===== src/rtl/bp_pkg.sv =====
// Shared types and helpers for the branch predictor: 2-bit counter encoding,
// reset value, saturating step function and BTB entry flags.
package bp_pkg;

    typedef logic [1:0] ctr_t;

    localparam ctr_t CtrSnt   = 2'b00;
    localparam ctr_t CtrWnt   = 2'b01;
    localparam ctr_t CtrWt    = 2'b10;
    localparam ctr_t CtrSt    = 2'b11;
    localparam ctr_t CtrReset = CtrWnt;

    typedef struct packed {
        logic valid;
        logic is_jump;
    } btb_flags_t;

    function automatic ctr_t ctr_step(input ctr_t ctr, input logic taken);
        ctr_t res;
        res = ctr;
        if (taken) begin
            if (ctr != CtrSt) res = ctr + 2'b01;
        end else begin
            if (ctr != CtrSnt) res = ctr - 2'b01;
        end
        return res;
    endfunction

endpackage


===== src/rtl/bp_btb.sv =====
// Branch target buffer: direct-mapped array of {valid, is_jump, tag, target}
// with one combinational read port and one synchronous write port.
module bp_btb
    import bp_pkg::*;
#(
    parameter int unsigned IDX_W = 6,
    parameter int unsigned TAG_W = 8,
    parameter int unsigned XLEN  = 32
) (
    input  logic             clk,
    input  logic             rst,
    input  logic [IDX_W-1:0] rd_idx_i,
    input  logic [TAG_W-1:0] rd_tag_i,
    output logic             hit_o,
    output logic             is_jump_o,
    output logic [XLEN-1:0]  target_o,
    input  logic             wr_en_i,
    input  logic [IDX_W-1:0] wr_idx_i,
    input  logic [TAG_W-1:0] wr_tag_i,
    input  logic             wr_is_jump_i,
    input  logic [XLEN-1:0]  wr_target_i
);

    localparam int unsigned Entries = 2 ** IDX_W;

    btb_flags_t       flags_q  [Entries];
    logic [TAG_W-1:0] tag_q    [Entries];
    logic [XLEN-1:0]  target_q [Entries];

    always_comb begin
        hit_o     = flags_q[rd_idx_i].valid && (tag_q[rd_idx_i] == rd_tag_i);
        is_jump_o = flags_q[rd_idx_i].is_jump;
        target_o  = target_q[rd_idx_i];
    end

    // Only the valid bits need clearing; tag and target are qualified by valid.
    always_ff @(posedge clk) begin
        if (rst) begin
            for (int i = 0; i < int'(Entries); i++) begin
                flags_q[i] <= '0;
            end
        end else if (wr_en_i) begin
            flags_q[wr_idx_i]  <= '{valid: 1'b1, is_jump: wr_is_jump_i};
            tag_q[wr_idx_i]    <= wr_tag_i;
            target_q[wr_idx_i] <= wr_target_i;
        end
    end

endmodule


===== src/rtl/branch_predictor.sv =====
// Dynamic branch predictor: 2-bit BHT plus BTB lookup, resolve-side update and
// mispredict/redirect generation. Define BP_GSHARE_EN to hash a global history into the BHT index.
module branch_predictor
    import bp_pkg::*;
#(
    parameter int unsigned IDX_W = 6,
    parameter int unsigned TAG_W = 8,
    parameter int unsigned XLEN  = 32
) (
    input  logic             clk,
    input  logic             rst,
    input  logic [XLEN-1:0]  fetch_pc,
    output logic             prediction,
    output logic [XLEN-1:0]  pred_target,
    output logic [IDX_W-1:0] pred_hist,
    input  logic             upd_valid,
    input  logic             upd_is_jump,
    input  logic [XLEN-1:0]  upd_pc,
    input  logic             upd_taken,
    input  logic [XLEN-1:0]  upd_target,
    input  logic             upd_pred,
    input  logic [XLEN-1:0]  upd_pred_target,
    input  logic [IDX_W-1:0] upd_hist,
    output logic             mispredict,
    output logic [XLEN-1:0]  redirect_pc
);

    localparam int unsigned Entries = 2 ** IDX_W;

    ctr_t             bht_q [Entries];
    logic [IDX_W-1:0] lk_bht_idx;
    logic [IDX_W-1:0] upd_bht_idx;
    logic             btb_hit;
    logic             btb_is_jump;
    logic [XLEN-1:0]  btb_target;
    logic             upd_en;

    assign upd_en = upd_valid && !rst;

`ifdef BP_GSHARE_EN
    logic [IDX_W-1:0] ghr_q;

    // History advances only on resolved conditional branches, never speculatively.
    always_ff @(posedge clk) begin
        if (rst) begin
            ghr_q <= '0;
        end else if (upd_valid && !upd_is_jump) begin
            ghr_q <= {ghr_q[IDX_W-2:0], upd_taken};
        end
    end

    assign pred_hist   = ghr_q;
    assign lk_bht_idx  = fetch_pc[IDX_W+1:2] ^ ghr_q;
    assign upd_bht_idx = upd_pc[IDX_W+1:2] ^ upd_hist;
`else
    logic unused_hist;
    assign unused_hist = ^upd_hist;
    assign pred_hist   = '0;
    assign lk_bht_idx  = fetch_pc[IDX_W+1:2];
    assign upd_bht_idx = upd_pc[IDX_W+1:2];
`endif

    bp_btb #(
        .IDX_W (IDX_W),
        .TAG_W (TAG_W),
        .XLEN  (XLEN)
    ) u_btb (
        .clk          (clk),
        .rst          (rst),
        .rd_idx_i     (fetch_pc[IDX_W+1:2]),
        .rd_tag_i     (fetch_pc[IDX_W+TAG_W+1:IDX_W+2]),
        .hit_o        (btb_hit),
        .is_jump_o    (btb_is_jump),
        .target_o     (btb_target),
        .wr_en_i      (upd_en && upd_taken),
        .wr_idx_i     (upd_pc[IDX_W+1:2]),
        .wr_tag_i     (upd_pc[IDX_W+TAG_W+1:IDX_W+2]),
        .wr_is_jump_i (upd_is_jump),
        .wr_target_i  (upd_target)
    );

    always_comb begin
        prediction  = btb_hit && (btb_is_jump || bht_q[lk_bht_idx][1]);
        pred_target = prediction ? btb_target : fetch_pc + XLEN'(4);
    end

    always_ff @(posedge clk) begin
        if (rst) begin
            for (int i = 0; i < int'(Entries); i++) begin
                bht_q[i] <= CtrReset;
            end
        end else if (upd_valid) begin
            bht_q[upd_bht_idx] <= upd_is_jump ? CtrSt : ctr_step(bht_q[upd_bht_idx], upd_taken);
        end
    end

    always_comb begin
        mispredict  = upd_en && ((upd_pred != upd_taken) ||
                                 (upd_pred && upd_taken && (upd_pred_target != upd_target)));
        redirect_pc = upd_taken ? upd_target : upd_pc + XLEN'(4);
    end

endmodule


===== config.mk =====
export PLATFORM = sky130hd
export DESIGN_NAME = branch_predictor
export DESIGN_NICKNAME = d
export VERILOG_FILES = /design/src/rtl/bp_pkg.sv /design/src/rtl/bp_btb.sv /design/src/rtl/branch_predictor.sv
export SDC_FILE = /design/constraint.sdc
export NUM_CORES = 2
export LEC_CHECK = 0
export ABC_AREA = 1
export CAP_MARGIN = 20
export CORE_MARGIN = 8
export CORE_UTILIZATION = 50
export CTS_CLUSTER_SIZE = 14
export DETAILED_ROUTE_END_ITERATION = 12
export HOLD_SLACK_MARGIN = 0.06
export PLACE_DENSITY = 0.66
export SLEW_MARGIN = 20
export SYNTH_ARGS = -nofsm -noshare
export SYNTH_HDL_FRONTEND = slang
export SYNTH_SLANG_ARGS = --single-unit

===== constraint.sdc =====
create_clock -name clk -period 5.4 [get_ports clk]
set_input_delay 1.08 -clock clk [delete_from_list [all_inputs] [get_ports clk]]
set_output_delay 1.08 -clock clk [all_outputs]
set_load 0.01 [all_outputs]

==> key figures <==
Logic synthesis
  • Syn. warnings: 0
  • Commonest cells post-synth: edfxtp_1 (2752), nor2_1 (1549), nand2_1 (1257)
  • Area leader, netlist: edfxtp_1
  • Synth unique cells: 46
  • Ranking of synthesized cells by area: edfxtp_1 (71%), nor2_1 (5.0%), o21ai_0 (5.0%)
  • Most numerous cell in the Yosys netlist: edfxtp_1
  • EDFF count, synth: roughly 2800
  • Syn Inst Count: 9671
  • Mapped cell area: 0.116 mm^2
  • Main flop type after synthesis: edfxtp_1
  • Post-synth top area share: 71.2%
  • Mean Syn Cell Area: 12.0 um^2
  • Async set-or-reset flop fraction in the synthesized netlist: 0%
  • Yosys reg bits: 2816
  • Register area share after synthesis: 72.3%

Clock tree
  • TritonCTS buffer count: 297
  • Hold Buf Count CTS: 0
  • Worst-path clk slew: around 0.060 ns
  • CTS tree: done
  • Sink Count: 2816
  • Max clock buf depth: 4
  • H-tree Lvls: 5
  • Clock Latency Late Sink: 0.93 ns
  • CTS Root Buffer Type: clkbuf_16

STA
  • Slew HR: 27.6%
  • Setup Skew: 0.0322 ns
  • RSZ-0062 raised after global routing: false
  • Final Hold Viols: 0
  • Final period util: 97.0%
  • Crit path time final: about 5.2 ns
  • Setup violators final: 0
  • PnR worst setup slack: around 0.16 ns
  • Worst-margin pin slew: 1.09 ns
  • Fmax: approximately 190 MHz
  • Max Slew Vio Count: 0

Setup path
  • Worst r2r src: bht_q[43][1]$_SDFFCE_PN0P_
  • CP Launch Type: primary input
  • WP data required: about 4.3 ns
  • CP endpoint kind: primary output
  • Worst Path Arrival: 4.16 ns
  • Critical Path End: prediction
  • Reg2Reg Depth: 11
  • Critical path peak fanout: 17
  • Crit path kind: in2out
  • RR Endpoint: bht_q[7][0]$_SDFFCE_PN1P_
  • R2R Setup Slk: 2.95 ns
  • Critical Path Start: fetch_pc[5]

Job
  • Max-Cap Viols: 0

Pwr
  • Cell internal pwr: 36000 uW
  • Clock group share of total power: roughly two fifths
  • Sw frac: 22.7%
  • PD cells: 345 mW/mm^2
  • Logic gate share of total power: 7.6%
  • Tot Pwr: 46600 uW
  • Sequential power share: 51.7%
  • Maximum VDD drop: between 0.3 and 0.4 mV
  • P_leak: 0.0464 uW
  • Switch Pwr: 10600 uW

Route
  • Routed Antenna Nets: 0
  • Pre-antenna DRT Iters: 6
  • Routed length per instance: 28.5 um
  • Final wirelength: 381000 um
  • Initial DRC count: 12900
  • Vias/cell: 6.23
  • Vias: between 80000 and 90000
  • Residual DRC count: 0

Placement
  • DP Area: between 0.1 and 0.15 mm^2
  • PortBufs: 199
  • GP Congestion: 0.896
  • DP HPWL: ~230000 um
  • Place WS: -0.115 ns

GRT
  • Antenna violations before repair: 33
  • Vias in the first global route: 79200
  • Pin count of the biggest net entering global routing: between 80 and 90
  • Global-route wire length before repair: 542000 um
  • GRT Total Usage: roughly 30%
  • GR Overflow Total: 0

Floorplan
  • I/O Pins: 212
  • Initial Utilization: 50.1%
  • Core area: 0.232 mm^2
  • Die area: 0.248 mm^2
  • Rows: 177
  • Die Span Y: 498 um
  • Die width: ~500 um

Cells and area
  • Finished Core Util: 58.3%
  • Post-route cell area: 0.135 mm^2
  • # nets final: about 10000
  • Area grow syn2layout: 16.4%
  • Share of post-route cells with drive strength above 1: about 11%

Run status
  • Status: finished clean

Worst hold path
  • Tightest Hold Check Type: reg2reg
metal layers:
| metal | up-vias | GRT usage (%) | wire [um] |
|---|---|---|---|
| li1 | 35700 | - | - |
| met1 | 41200 | 39.7 | 142000 |
| met2 | 5526 | 46.2 | 174000 |
| met3 | 924 | 5.97 | 45400 |
| met4 | 4 | 13.7 | 20400 |
| met5 | - | 0 | 11 |
critical path: stages:
cell	delay, ns
clkdlybuf4s50_1	0.50
buf_12	0.14
inv_8	0.04
nor2_4	0.15
inv_1	0.10
buf_12	0.16
a21oi_1	0.17
nor2_1	0.06
nand2_1	0.07
nand2_1	0.06
nor2_1	0.13
nand3_2	0.11
nor2_4	0.17
buf_4	0.15
nand2_1	0.06
nor2_2	0.14
nand3_4	0.12
buf_12	0.18
inv_1	0.06
clkdlybuf4s50_1	0.53
cells by family (layout without fill, tap and decap cells):
| group | count (synthesis) | count (layout) | share of synthesized area [%] |
|---|---|---|---|
| compound gates | 2103 | 2103 | 10.4 |
| flops | 2816 | 2816 | 72.3 |
| xor+xnor | 68 | 68 | 0.513 |
| other cells | 1 | 11 | 0.00323 |
| simple gates | 3557 | 3557 | 12.5 |
| buf+inv | 1123 | 1779 | 4.21 |
| fa+ha+maj | 3 | 3 | 0.0324 |
worst min-delay path by stage:
stage	startpoint	end	slack, ns	cells after the start
finish	u_btb.flags_q[16][1]$_SDFFE_PP1P_	u_btb.flags_q[16][1]$_SDFFE_PP1P_	0.45	2
global route	u_btb.flags_q[16][1]$_SDFFE_PP1P_	u_btb.flags_q[16][1]$_SDFFE_PP1P_	0.47	2
CTS	u_btb.flags_q[16][1]$_SDFFE_PP1P_	u_btb.flags_q[16][1]$_SDFFE_PP1P_	0.45	2
detailed placement	u_btb.flags_q[16][1]$_SDFFE_PP1P_	u_btb.flags_q[16][1]$_SDFFE_PP1P_	0.44	2
global placement	u_btb.flags_q[52][1]$_SDFFE_PP1P_	u_btb.flags_q[52][1]$_SDFFE_PP1P_	0.44	2
floorplan	u_btb.flags_q[0][1]$_SDFFE_PP1P_	u_btb.flags_q[0][1]$_SDFFE_PP1P_	0.42	2
stage by stage:
step | setup TNS (ns) | hold slack (ns) | std cells
2_1_floorplan | 0 | 0.422 | 9676
6_report | 0 | 0.454 | 13400
4_1_cts | 0 | 0.453 | 13400
3_5_place_dp | -2.49 | 0.440 | 12900
5_1_grt | 0 | 0.472 | 13400
3_3_place_gp | -2.91 | 0.435 | 12900
cell usage in the layout (no fill, tap or decap), types with 19 or more instances in the layout:
cell                n
xnor2_1            32
nor3_1             21
nand3_1           619
dlymetal6s2s_1     29
o21ai_0          1155
inv_1             444
o22ai_1           329
nand2_1          1254
buf_4             428
clkinv_2           33
nor2_4             71
o211ai_1          100
o221ai_1          197
clkbuf_1           75
nor2_1           1481
buf_12            186
clkbuf_16         311
xor2_1             36
buf_2              42
a21oi_1           181
o21ai_1           105
dfxtp_1            64
clkinv_1           64
clkdlybuf4s50_1   119
nand3b_1           32
nand4_1            19
edfxtp_1         2752
state kept, by name, indices dropped and copies added, names as in the netlist:
name,cells
u_btb.target_q,2048
u_btb.tag_q,512
u_btb.flags_q,128
bht_q,128
power by group through the flow:
stage | registers, uW | clock network (uW) | logic, uW
floorplan | 24500 | 0 | 1630
detailed placement | 24600 | 0 | 3450
finish | 24100 | 19000 | 3540
global route | 24100 | 19900 | 3750
CTS | 24100 | 19100 | 3470
global placement | 24500 | 0 | 3390
cell type report:
type | instances | area, um^2
Antenna cell | 5 | 12.5
Clock buffer | 383 | 7960
Clock inverter | 112 | 802
Fill cell | 18100 | 96600
Inverter | 464 | 1810
Multi-Input combinational cell | 5737 | 27800
Sequential cell | 2816 | 83900
Tap cell | 3043 | 3810
Timing Repair Buffer | 820 | 8980
what timing repair did:
action / 4_1_cts / 5_1_grt
gates resized for setup: 8 / 47
cloned: 0 / 6
setup endpoints to repair: 32 / 33
pin swaps: 0 / 3
buffers inserted: 3 / 3
Note: power is estimated with default switching activity, not from simulation.
